$ cat src/rtl/pipe_ctrl_pkg.sv
// Shared state encoding, constants and the load-use hazard test for pipe_ctrl.
package pipe_ctrl_pkg;

   typedef enum logic [1:0] {
      ST_IDLE  = 2'd0,
      ST_REDIR = 2'd1,
      ST_HOLD  = 2'd2
   } pipe_st_e;

   localparam logic [4:0]  ZERO_REG = 5'd0;
   localparam logic [31:0] NOP_INST = 32'h0000_0013;

   // x0 is hardwired, so a load targeting it can never create a hazard.
   function automatic logic load_use_hit(input logic       is_load,
                                         input logic [4:0] rd,
                                         input logic [4:0] rs1,
                                         input logic [4:0] rs2);
      return is_load && (rd != ZERO_REG) && ((rd == rs1) || (rd == rs2));
   endfunction

endpackage

$ cat src/rtl/pipe_ctrl_perf_cnt.sv
// Two free-running 32-bit event counters (redirects, pc-stall cycles); wrap at 2^32.
// One-cycle update latency; no backpressure, counts every qualifying cycle.
module pipe_ctrl_perf_cnt (
   input  logic        clk,
   input  logic        rst,
   input  logic        redir_i,
   input  logic        stall_i,
   output logic [31:0] perf_redir_o,
   output logic [31:0] perf_stall_o
);

   logic [31:0] redir_q;
   logic [31:0] stall_q;

   always_ff @(posedge clk) begin
      if (rst) begin
         redir_q <= '0;
         stall_q <= '0;
      end else begin
         if (redir_i) redir_q <= redir_q + 32'd1;
         if (stall_i) stall_q <= stall_q + 32'd1;
      end
   end

   assign perf_redir_o = redir_q;
   assign perf_stall_o = stall_q;

endmodule

$ cat src/rtl/pipe_ctrl.sv
// Pipeline sequencer: arbitrates ex hold > ex redirect > id load-use into pc/if_id/id_ex controls.
// Controls are combinational in the request cycle; optional perf counters under PIPE_CTRL_PERF_EN.
module pipe_ctrl
   import pipe_ctrl_pkg::*;
#(
   parameter int ADDR_W    = 32,
   parameter int REDIR_CYC = 1,
   parameter int HOLD_MAX  = 64
) (
   input  logic              clk,
   input  logic              rst,
   input  logic              jump_en_i,
   input  logic [ADDR_W-1:0] jump_addr_i,
   input  logic              hold_req_i,
   input  logic              ex_is_load_i,
   input  logic [4:0]        ex_rd_addr_i,
   input  logic [4:0]        id_rs1_addr_i,
   input  logic [4:0]        id_rs2_addr_i,
   output logic              pc_jump_en_o,
   output logic [ADDR_W-1:0] pc_jump_addr_o,
   output logic              stall_pc_o,
   output logic              stall_if_id_o,
   output logic              flush_if_id_o,
   output logic              flush_id_ex_o,
`ifdef PIPE_CTRL_PERF_EN
   output logic [31:0]       perf_redir_o,
   output logic [31:0]       perf_stall_o,
`endif
   output logic              hold_timeout_o
);

   localparam int             HC_W       = $clog2(HOLD_MAX + 1);
   localparam logic [HC_W-1:0] HOLD_LIM  = HC_W'(HOLD_MAX);
   localparam logic [3:0]     REDIR_INIT = 4'(REDIR_CYC);
   localparam bit             REDIR_EN   = (REDIR_CYC > 0);

   pipe_st_e          state_q;
   logic [3:0]        redir_cnt_q;
   logic [HC_W-1:0]   hold_cnt_q, hold_cnt_d;
   logic [ADDR_W-1:0] addr_q;
   logic              timeout_q;
   logic              hold_act, jump_act, lu_act;

   // Requests are gated by rst so every output reads 0 while reset is asserted.
   assign hold_act = !rst && hold_req_i;
   assign jump_act = !rst && jump_en_i && !hold_req_i;
   assign lu_act   = !rst && !hold_req_i && !jump_en_i && (state_q != ST_REDIR) &&
                     load_use_hit(ex_is_load_i, ex_rd_addr_i, id_rs1_addr_i, id_rs2_addr_i);

   always_comb begin
      hold_cnt_d = '0;
      if (hold_req_i) hold_cnt_d = (hold_cnt_q == HOLD_LIM) ? hold_cnt_q : hold_cnt_q + HC_W'(1);
   end

   always_ff @(posedge clk) begin
      if (rst) begin
         state_q     <= ST_IDLE;
         redir_cnt_q <= '0;
         hold_cnt_q  <= '0;
         addr_q      <= '0;
         timeout_q   <= 1'b0;
      end else begin
         hold_cnt_q <= hold_cnt_d;
         if (hold_req_i) begin
            state_q     <= ST_HOLD;
            redir_cnt_q <= '0;
            if (hold_cnt_d == HOLD_LIM) timeout_q <= 1'b1;
         end else if (jump_en_i) begin
            addr_q      <= jump_addr_i;
            state_q     <= REDIR_EN ? ST_REDIR : ST_IDLE;
            redir_cnt_q <= REDIR_INIT;
         end else if (state_q == ST_REDIR) begin
            redir_cnt_q <= redir_cnt_q - 4'd1;
            if (redir_cnt_q <= 4'd1) state_q <= ST_IDLE;
         end else begin
            state_q <= ST_IDLE;
         end
      end
   end

   assign pc_jump_en_o   = jump_act;
   assign pc_jump_addr_o = jump_act ? jump_addr_i : addr_q;
   assign stall_pc_o     = hold_act || lu_act;
   assign stall_if_id_o  = hold_act || lu_act;
   assign flush_if_id_o  = jump_act || (!rst && !hold_req_i && (state_q == ST_REDIR));
   assign flush_id_ex_o  = hold_act || jump_act || lu_act;
   assign hold_timeout_o = timeout_q;

`ifdef PIPE_CTRL_PERF_EN
   pipe_ctrl_perf_cnt u_perf (
      .clk          (clk),
      .rst          (rst),
      .redir_i      (jump_act),
      .stall_i      (stall_pc_o),
      .perf_redir_o (perf_redir_o),
      .perf_stall_o (perf_stall_o)
   );
`endif

endmodule

$ cat config.mk
export PLATFORM = sky130hd
export DESIGN_NAME = pipe_ctrl
export DESIGN_NICKNAME = d
export VERILOG_FILES = /design/src/rtl/pipe_ctrl_pkg.sv /design/src/rtl/pipe_ctrl_perf_cnt.sv /design/src/rtl/pipe_ctrl.sv
export SDC_FILE = /design/constraint.sdc
export NUM_CORES = 1
export LEC_CHECK = 0
export CORE_MARGIN = 3
export CORE_UTILIZATION = 50
export CTS_CLUSTER_DIAMETER = 100
export DETAILED_ROUTE_END_ITERATION = 8
export DONT_BUFFER_PORTS = 1
export GPL_ROUTABILITY_DRIVEN = 0
export PLACE_DENSITY = 0.77
export SLEW_MARGIN = 20
export SYNTH_ARGS = -nofsm -noshare
export SYNTH_HDL_FRONTEND = slang
export SYNTH_SLANG_ARGS = --single-unit
$ cat constraint.sdc
create_clock -name clk -period 1.35 [get_ports clk]
set_input_delay 0.135 -clock clk [delete_from_list [all_inputs] [get_ports clk]]
set_output_delay 0.135 -clock clk [all_outputs]
set_load 0.01 [all_outputs]
Yosys cells after proc, flatten, opt, wreduce, memory -nomap -nowiden
Cells that the tools add are included.
- word-level logic and storage cells: 52
- bits of input ports: 52
- register bits: 46
- reductions and logical operators: 24
- add/sub/neg operators: 2
- mux-type cells: 9
- order comparisons: 1
- equal/unequal tests: 8
- bitwise logic cells: 1
- operators with widths (kind ; number):
    32-bit two-way mux ; 1
    7-bit equality test, second input constant ; 2
    7-bit two-way mux ; 2
    5-bit equality test ; 2
    1-bit logical AND ; 10
    2-bit two-way mux ; 4
    7-bit by 1-bit adder with 7-bit output, second input constant ; 1
    1-bit logical OR ; 5
    5-bit nonzero test ; 1
    4-bit by 1-bit <= comparator with 1-bit output, second input constant ; 1
    4-bit by 3-bit inequality test with 1-bit output, second input constant ; 1
    2-bit AND reduction ; 2
    4-bit by 1-bit subtractor with 4-bit output, second input constant ; 1
    1-bit logical NOT ; 3
    3-bit by 2-bit inequality test with 1-bit output, second input constant ; 1
    3-bit OR reduction ; 1
    2-bit by 1-bit equality test with 1-bit output, second input constant ; 1
    1-bit two-way mux ; 2
    2-bit by 1-bit inequality test with 1-bit output, second input constant ; 1
    2-bit nonzero test ; 1
    2-bit OR reduction ; 1
    1-bit NOT ; 1

Depth between registers and ports, before layout
Gate-level depths: netlist (run 1).
- depth after elaboration: 6
- depth in mapped cells: 7

Least setup slack after synthesis (run 1)
Ideal clock, no wire load.
- path kind: register to register
- start: register hold_cnt_q[0]
- end: register timeout_q (netlist: hold_timeout_o)
- path slack: -0.093 ns
- cell stages (with the launch flop): 8
- arrival: 1.347 ns
- library setup time: 0.096 ns
- cell sequence: dfxtp_1 > inv_1 > ha_1 > and4bb_4 > nand2_4 > xnor2_2 > nand2_1 > o41ai_2
- word-level cells in the longest chain between the ends: 5
- RTL lines (what ; RTL line ; RTL):
    start, declared ; pipe_ctrl.sv:39 ; logic [HC_W-1:0] hold_cnt_q, hold_cnt_d;
    start signal, assigned ; pipe_ctrl.sv:63 ; hold_cnt_q <= hold_cnt_d;
    7-bit by 1-bit adder with 7-bit output / 7-bit equality test (equally long branches) ; pipe_ctrl.sv:52 ; if (hold_req_i) hold_cnt_d = (hold_cnt_q == HOLD_LIM) ? hold_cnt_q : hold_cnt_q + HC_W'(1);
    7-bit two-way mux (*) (2 in a row) ; pipe_ctrl.sv:52 ;
    7-bit equality test (*) ; pipe_ctrl.sv:67 ; if (hold_cnt_d == HOLD_LIM) timeout_q <= 1'b1;
    2-bit AND reduction (no source line) (*) ; - ;
    end signal, assigned ; pipe_ctrl.sv:61 ; timeout_q <= 1'b0;
    end signal, assigned ; pipe_ctrl.sv:67 ;
    end, declared ; pipe_ctrl.sv:41 ; logic timeout_q;
Every way passes the cells marked *; elsewhere a longest branch is shown, timed or not.
A chain may end at the register's enable or synchronous reset.

Final worst setup path (run 1)
- start: register state_q[0]
- end: output port flush_id_ex_o
- word-level cells in the longest chain between the ends: 4
- RTL lines (what ; RTL line ; RTL):
    start, declared ; pipe_ctrl.sv:37 ; pipe_st_e state_q;
    start signal, assigned ; pipe_ctrl.sv:70 ; state_q <= REDIR_EN ? ST_REDIR : ST_IDLE;
    2-bit by 1-bit inequality test with 1-bit output ; pipe_ctrl.sv:47 ; assign lu_act = !rst && !hold_req_i && !jump_en_i && (state_q != ST_REDIR) &&
    1-bit logical AND (2 in a row) ; pipe_ctrl.sv:47 ;
    1-bit logical OR ; pipe_ctrl.sv:86 ; assign flush_id_ex_o = hold_act || jump_act || lu_act;
    end, declared ; pipe_ctrl.sv:24 ; output logic flush_id_ex_o,
Every way passes these cells.

==> results of run 1 <==
cell usage after synthesis (3+ instances only):
cell type / count
mux2_1: 32
nor3_1: 3
clkbuf_1: 4
and3_1: 3
a22o_1: 32
inv_1: 6
dfxtp_1: 46
nand2_1: 7
nand3_1: 4
xor2_1: 16
buf_2: 5
ha_1: 4
nor2_1: 14
xnor2_1: 3
layout make-up:
class                   instances  share of cell area (%)
inverters                       6                  0.8115
clock buffers                   5                   2.480
well taps                      50                   2.254
flip-flops and latches         46                   33.50
repair buffers                 44                   15.33
multi-input cells             143                   44.05
clock inverters                 3                   1.578
registers in the layout, summed over array words and instances, names as in the netlist:
name,cells
addr_q,32
hold_cnt_q,7
hold_timeout_o,1
redir_cnt_q,4
state_q,2
how the worst min path moves through the flow:
stage / startpoint / to / slack (ns)
after global placement: jump_en_i / redir_cnt_q[0] / 0.26
after global routing: rst / redir_cnt_q[1] / 0.03
after CTS: rst / hold_timeout_o / 0.02
final: rst / hold_timeout_o / 0.02
after floorplan: jump_en_i / redir_cnt_q[0] / 0.26
after detailed placement: jump_en_i / redir_cnt_q[0] / 0.27
power groups by stage:
stage               clock network, mW  logic, mW  registers, mW
global route                     1.09      0.420           1.44
CTS                              1.05      0.385           1.44
detailed placement                  0      0.301           1.47
global placement                    0      0.299           1.46
floorplan                           0      0.254           1.46
finish                           1.02      0.387           1.44
per-layer routing:
layer,track usage (%),vias to the layer above
met5,0,-
met2,32.56,62
met4,5.738,0
met3,5.956,6
met1,22.29,779
li1,-,824
timing repair:
action	in CTS	in global routing
gates cloned	0	0
hold buffers	33	0
hold endpoints to repair	34	0
endpoints found under the setup margin	4	4
setup buffers	0	0
resized for setup	4	2
pin swaps	4	2
per-stage QoR:
stage	power (mW)	setup slack, ns	cell area (µm²)	hold slack, ns	setup TNS (ns)
4_1_cts	2.870	-0.06957	2770	0.01778	-0.1893
3_3_place_gp	1.764	-0.009223	2316	0.2638	-0.009223
5_1_grt	2.955	-0.1177	2775	0.02790	-0.4219
2_1_floorplan	1.716	0.02396	2220	0.2588	0
6_report	2.840	-0.01935	2775	0.02475	-0.04426
3_5_place_dp	1.768	-0.04435	2316	0.2670	-0.04435
logic make-up (layout without fill, tap and decap cells):
group	count (synthesis)	count (layout)
adder cells (fa/ha/maj)	4	4
flip-flops	46	46
buffers and inverters	18	58
AO/OA/AOI/OAI	43	43
XOR/XNOR	20	20
multiplexers	32	32
AND/OR/NAND/NOR	44	44
worst register-to-register path: stages (launching register included):
cell,delay (ns)
dfxtp_4,0.36
inv_2,0.04
ha_1,0.13
and4bb_4,0.25
nand2_4,0.07
xnor2_2,0.15
nand2_1,0.08
o41ai_2,0.18
==> metrics.md, run 1 <==
| Metric | Value |
|---|---|
| Worst Path Required | 1.22 ns |
| Post-route minimum period | 1.369 ns |
| Largest cells by area after synthesis | dfxtp_1 (42%), mux2_1 (16%), a22o_1 (13%), xor2_1 (6.3%), nor2_1 (2.4%) |
| Unrepaired setup endpoints after global routing | true |
| Max_cap viols | 0 |
| CTS sink cnt | 46 |
| Delay-heaviest family, CP | simple AND/OR/NAND/NOR gates |
| Stages on worst setup path | 5 |
| Post-synth top area share | 41.65% |
| Post-DP HPWL | 3059 µm |
| TritonCTS clock tree | built |
| Highest Clock Rate | 0.7303 GHz |
| #FFs+latches synth | 46 |
| CP Capture Type | primary output |
| Worst setup path start | state_q[0] |
| DR vias | between 1500 and 2000 |
| Critical path's largest stage delay | 0.31 ns |
| Fin crit share | 101.4% |
| XOR/XNOR share of the synthesized area | 8.263% |
| Met3 routed WL | 363 µm |
| WL met2 | 2467 µm |
| Leak pwr | 1.172 nW |
| H-Tree Depth | 2 |
| Most common cell after layout, fill and taps aside | dfxtp_1 |
| Root Buffer | clkbuf_8 |
| Grt total ovfl | 0 |
| Vias in the first global route | ~1700 |
| Highest routed layer | met4 |
| Clock share of power | 35.8% |
| Syn Nets | about 260 |
| Final #Nets | between 300 and 400 |
| Fillers | 335 |
| Number of synthesized flops with an enable pin | 0 |
| Biggest area consumer among synthesized cells | dfxtp_1 |
| Slew HR | 76.88% |
| Final Util | 66.97% |
| Worst-margin pin slew | between 0.3 and 0.4 ns |
| Drt via density | 5.626 |
| Sequential cell area | 929.6 µm² |
| Comb pwr share | 13.6% |
| Fin worst setup slack | -0.01935 ns |
| Status | finished, violations left |
| Worst hold path class | primary input to flip-flop |
| Average routed wire per standard cell | 16.76 µm |
| Clock transition at the registers of the reported paths | 0.09 ns |
| Worst EP arrival | 1.23 ns |
| R2R depth | 7 |
| Max VDD drop | 0.0004420 V |
| Sequential Power Share | 50.6% |
| Worst Skew | 0.001746 ns |
| IO Pins | 90 |
| PwrDens | 1023 mW/mm² |
| Adder-cell area share of the yosys netlist | 2.264% |
| Endpoints failing setup | 4 |
| Placed insts | 256 |
| Switching power | 674.6 µW |
| Final Max Tran Viols | 0 |
| Slowest CP cell | dfxtp_1 |
| Synth Area in Simple Gates | 11.04% |
| CORE AREA | between 0.004 and 0.005 mm² |
| ANT cells | 0 |
| Die H | 72.50 µm |
| CTS Buf Count | 5 |
| Most frequent cells in the layout | dfxtp_1 (43), dlygate4sd3_1 (33), mux2_1 (32), a22o_1 (32), xor2_1 (16) |
| Main combinational cell family by area after synthesis | compound AO/OA/AOI/OAI gates |
| Drt total wl | 4979 µm |
| Complex-gate fraction of the synthesized area | 16.47% |
| Avg Synthesized Cell Area | 10.68 µm² |
| First-pass GRT wire length | slightly below 8000 µm |
| Final hold vios | 0 |
| Initial Util | 53.35% |
| Max Root-Sink Buffers | 2 |
| Chip width | 72.50 µm |
| Critical Path Sink | flush_id_ex_o |
| Largest net degree at the start of global routing | 51 |
| Switching portion of total power | between 20% and 30% |
| Multi-input logic area | about 0.0012 mm² |
| Crit-path cells | nor2b_4 > nor3b_2 > o21ai_1 > o21ai_2 > or2_1 |
| Tot GR Track Use | 18.84% |
| Multiplexer share of the synthesized area | 16.30% |
| Reg2Reg Setup Slack | -0.01 ns |
| Top_reg_cell synth | dfxtp_1 |
| DIE AREA | 0.005256 mm² |
| Drt drc | 0 |
| Seq/Total Area, Yosys | between 40% and 50% |
| Routed Antenna Nets | 0 |
| Internal power | 2.165 mW |
| R2r endpoint | hold_timeout_o |
| Startpoint types | flip-flop |
| Metal1 wirelength | a little over 2000 µm |
| Synth warnings | 0 |
| Hold Path Stages | 2 |
| Layout Cells excl Fill | 297 |
| Layout cells sized above 1 | roughly 15% |
| Crit-path max FO | 2 |
| DRT iter0 DRCs | 53 |
| Layout area overhead | 25.52% |
| Async S/R FF share, synth | 0% |
| Synth unique cells | 37 |
| Mapped cell area | 0.002211 mm² |
| RR Startpoint | hold_cnt_q[0] |
| Syn Inst Count | about 210 |
| PortBufs | 0 |
| Initial antenna violation count | 0 |
| Num rows | 23 |
| Skew-Pair Late Insertion Delay | roughly 0.29 ns |
| Failing checks | setup timing |
| Kind of critical path | flip-flop to primary output |
| DR pass1 iterations | 4 |
| Buffer and inverter count on the worst path | 0 |
No activity file was read; power rests on OpenSTA's default activity.
==> inputs of run 2 (changes only) <==
--- a/config.mk
+++ b/config.mk
@@ -5,13 +5,15 @@
 export SDC_FILE = /design/constraint.sdc
 export NUM_CORES = 1
 export LEC_CHECK = 0
+export CELL_PAD_IN_SITES_DETAIL_PLACEMENT = 2
+export CELL_PAD_IN_SITES_GLOBAL_PLACEMENT = 2
 export CORE_MARGIN = 3
-export CORE_UTILIZATION = 50
+export CORE_UTILIZATION = 33
 export CTS_CLUSTER_DIAMETER = 100
 export DETAILED_ROUTE_END_ITERATION = 8
 export DONT_BUFFER_PORTS = 1
 export GPL_ROUTABILITY_DRIVEN = 0
-export PLACE_DENSITY = 0.77
+export PLACE_DENSITY = 0.82
 export SLEW_MARGIN = 20
 export SYNTH_ARGS = -nofsm -noshare
 export SYNTH_HDL_FRONTEND = slang
==> run 2 against run 1 <==
Die area is 47% higher. Clock skew up 0.0066 ns. Non-clock buffer count is 8 higher. Worst setup slack worse by 0.13 ns. Critical path type unchanged. Combinational power is 12% higher. The flow still finishes with violations (setup timing). Highest routed layer unchanged. Utilization fell by 22 points.
==> metrics.md, run 2 (synthesis results as in run 1) <==
| Metric | Value |
|---|---|
| ANT cells | 0 (unchanged) |
| Post-route minimum period | 1.498 ns (was 1.369 ns) |
| PwrDens | 958.0 mW/mm² (was 1023 mW/mm²) |
| Crit-path max FO | 2 (unchanged) |
| Switching portion of total power | 27.60% (was 23.75%) |
| RR Startpoint | hold_cnt_q[1] (was hold_cnt_q[0]) |
| Comb pwr share | 15.7% (was 13.6%) |
| Kind of critical path | flip-flop to primary output (unchanged) |
| Most flop-heavy register | addr_q (unchanged) |
| Hold Path Sink | hold_timeout_o (unchanged) |
| Worst Skew | 0.008330 ns (was 0.001746 ns) |
| Hold Path Stages | 2 (unchanged) |
| Initial Util | 34.42% (was 53.35%) |
| Clock share of power | 32.2% (was 35.8%) |
| CP Capture Type | primary output (unchanged) |
| Final #Nets | 310 (was 302) |
| Final Total Pwr | 2.769 mW (was 2.840 mW) |
| Switching power | 764.1 µW (was 674.6 µW) |
| IO Pins | 90 (unchanged) |
| Vias in the first global route | 2009 (was 1657) |
| Max VDD drop | 0.0003408 V (was 0.0004420 V) |
| Highest Clock Rate | 0.6678 GHz (was 0.7303 GHz) |
| Die H | 87.85 µm (was 72.50 µm) |
| TritonCTS clock tree | built (unchanged) |
| Average routed wire per standard cell | 21.23 µm (was 16.76 µm) |
| Reg2Reg Setup Slack | -0.04 ns (was -0.01 ns) |
| First-pass GRT wire length | 10430 µm (was 7721 µm) |
| Crit-path cells | nor2b_4 > nor3b_2 > o21ai_1 > o21ai_2 > or2_4 (was nor2b_4 > nor3b_2 > o21ai_1 > o21ai_2 > or2_1) |
| H-Tree Depth | 2 (unchanged) |
| Min Hold Slack | 0.02662 ns (was 0.02475 ns) |
| Final hold vios | 0 (unchanged) |
| Final Max Tran Viols | 0 (unchanged) |
| Grt total ovfl | 0 (unchanged) |
| Root Buffer | clkbuf_8 (unchanged) |
| Fin worst setup slack | -0.1476 ns (was -0.01935 ns) |
| Placed insts | 290 (was 256) |
| Layout area overhead | 30.73% (was 25.52%) |
| Layout cells sized above 1 | 18.43% (was 14.98%) |
| Hold_sp | rst (unchanged) |
| Endpoints failing setup | 4 (unchanged) |
| DIE AREA | 0.007718 mm² (was 0.005256 mm²) |
| Worst Path Required | 1.22 ns (about the same) |
| Chip width | 87.85 µm (was 72.50 µm) |
| Leak pwr | 1.208 nW (was 1.172 nW) |
| Unrepaired setup endpoints after global routing | true (unchanged) |
| CORE AREA | 0.006422 mm² (was 0.004144 mm²) |
| Routed Antenna Nets | 0 (unchanged) |
| Tot GR Track Use | 17.92% (was 18.84%) |
| Fillers | 677 (was 335) |
| DR pass1 iterations | 4 (unchanged) |
| CTS Buf Count | 5 (unchanged) |
| Drt total wl | 7049 µm (was 4979 µm) |
| Sequential cell area | 929.6 µm² (unchanged) |
| Worst hold path class | primary input to flip-flop (unchanged) |
| Internal power | 2.005 mW (was 2.165 mW) |
| R2r endpoint | hold_timeout_o (unchanged) |
| Clock transition at the registers of the reported paths | 0.09 ns (about the same) |
| R2R depth | 7 (unchanged) |
| Max_cap viols | 0 (unchanged) |
| Drt drc | 0 (unchanged) |
| Final Util | 45.00% (was 66.97%) |
| Fin crit share | 110.9% (was 101.4%) |
| DR vias | 1797 (was 1671) |
| Max Root-Sink Buffers | 2 (unchanged) |
| Biggest regs | addr_q (32), hold_cnt_q (7), redir_cnt_q (4) (unchanged) |
| Multi-input logic area | 0.001226 mm² (was 0.001222 mm²) |
| Failing checks | setup timing (unchanged) |
| Worst EP arrival | 1.36 ns (was 1.23 ns) |
| PortBufs | 0 (unchanged) |
| Flip-flop count of the largest register after layout | 32 (unchanged) |
| Critical path's largest stage delay | 0.31 ns (about the same) |
| Slew HR | 84.92% (was 76.88%) |
| Drt via density | 5.413 (was 5.626) |
| Startpoint types | flip-flop (unchanged) |
| DRT iter0 DRCs | 66 (was 53) |
| Most common cell after layout, fill and taps aside | dfxtp_1 (unchanged) |
| CTS sink cnt | 46 (unchanged) |
| Slowest CP cell | dfxtp_1 (unchanged) |
| Layout Cells excl Fill | 332 (was 297) |
| Largest net degree at the start of global routing | 43 (was 51) |
| Worst-margin pin slew | 0.2254 ns (was 0.3468 ns) |
| Num rows | 29 (was 23) |
| Delay-heaviest family, CP | simple AND/OR/NAND/NOR gates (unchanged) |
| Most frequent cells in the layout | dfxtp_1 (43), dlygate4sd3_1 (33), a22o_1 (32) (was dfxtp_1 (43), dlygate4sd3_1 (33), mux2_1 (32), a22o_1 (32), xor2_1 (16)) |
| Initial antenna violation count | 0 (unchanged) |
| Post-DP HPWL | 4190 µm (was 3059 µm) |
| Skew-Pair Late Insertion Delay | 0.31 ns (was 0.29 ns) |
| Status | finished, violations left (unchanged) |
| Buffer and inverter count on the worst path | 0 (unchanged) |
| Sequential Power Share | 52.1% (was 50.6%) |
==> run 2: cell types whose count changed in the layout (fill, tap and decap cells not counted), sizes merged <==
cell,change
clkbuf,+1
clkinv,-1
buf,+7
bufinv,-1
clkinvlp,+2
==> run 2: how the worst max path moves through the flow <==
stage	startpoint	endpoint	depth (start not counted)
floorplan	hold_cnt_q[0]	hold_timeout_o	7
finish	state_q[0]	flush_id_ex_o	5
global route	state_q[0]	flush_id_ex_o	5
global placement	hold_cnt_q[0]	hold_timeout_o	7
detailed placement	hold_cnt_q[1]	hold_timeout_o	7
CTS	state_q[0]	flush_id_ex_o	5
==> run 2: cell type report <==
| type | count | share of cell area (%) |
|---|---|---|
| Sequential cell | 46 | 32.16 |
| Multi-Input combinational cell | 143 | 42.42 |
| Inverter | 6 | 0.7792 |
| Clock inverter | 3 | 0.8225 |
| Clock buffer | 5 | 2.381 |
| Timing Repair Buffer | 52 | 18.10 |
| Tap cell | 77 | 3.333 |
==> run 2: per-stage QoR <==
step | cell area, µm² | TNS [ns] | setup slack, ns
after floorplan | 2220 | 0 | 0.02396
after global placement | 2415 | -0.003300 | -0.003300
after detailed placement | 2415 | -0.08575 | -0.08575
after CTS | 2849 | -0.6087 | -0.1944
after global routing | 2890 | -0.7940 | -0.2382
final | 2890 | -0.4465 | -0.1476
==> run 2: repair_timing <==
| item | 4_1_cts | 5_1_grt |
|---|---|---|
| hold buffers | 33 | 0 |
| setup buffers | 0 | 0 |
| hold endpoints to repair | 34 | 0 |
| gates cloned | 0 | 1 |
| pin swaps | 4 | 2 |
| endpoints found under the setup margin | 5 | 36 |
| resized for setup | 4 | 7 |
==> run 2: layer usage <==
metal	global-route usage (%)	vias up	routed length [µm]
li1	-	834	-
met1	18.44	891	2636
met2	35.41	65	3849
met3	4.327	7	433
met4	5.021	0	129
met5	0	-	0
==> run 2: power by group through the flow <==
stage / clock network, mW / registers (mW) / logic, mW
floorplan: 0 / 1.46 / 0.254
global placement: 0 / 1.47 / 0.319
detailed placement: 0 / 1.47 / 0.329
CTS: 0.909 / 1.44 / 0.415
global route: 0.980 / 1.45 / 0.468
finish: 0.892 / 1.44 / 0.434
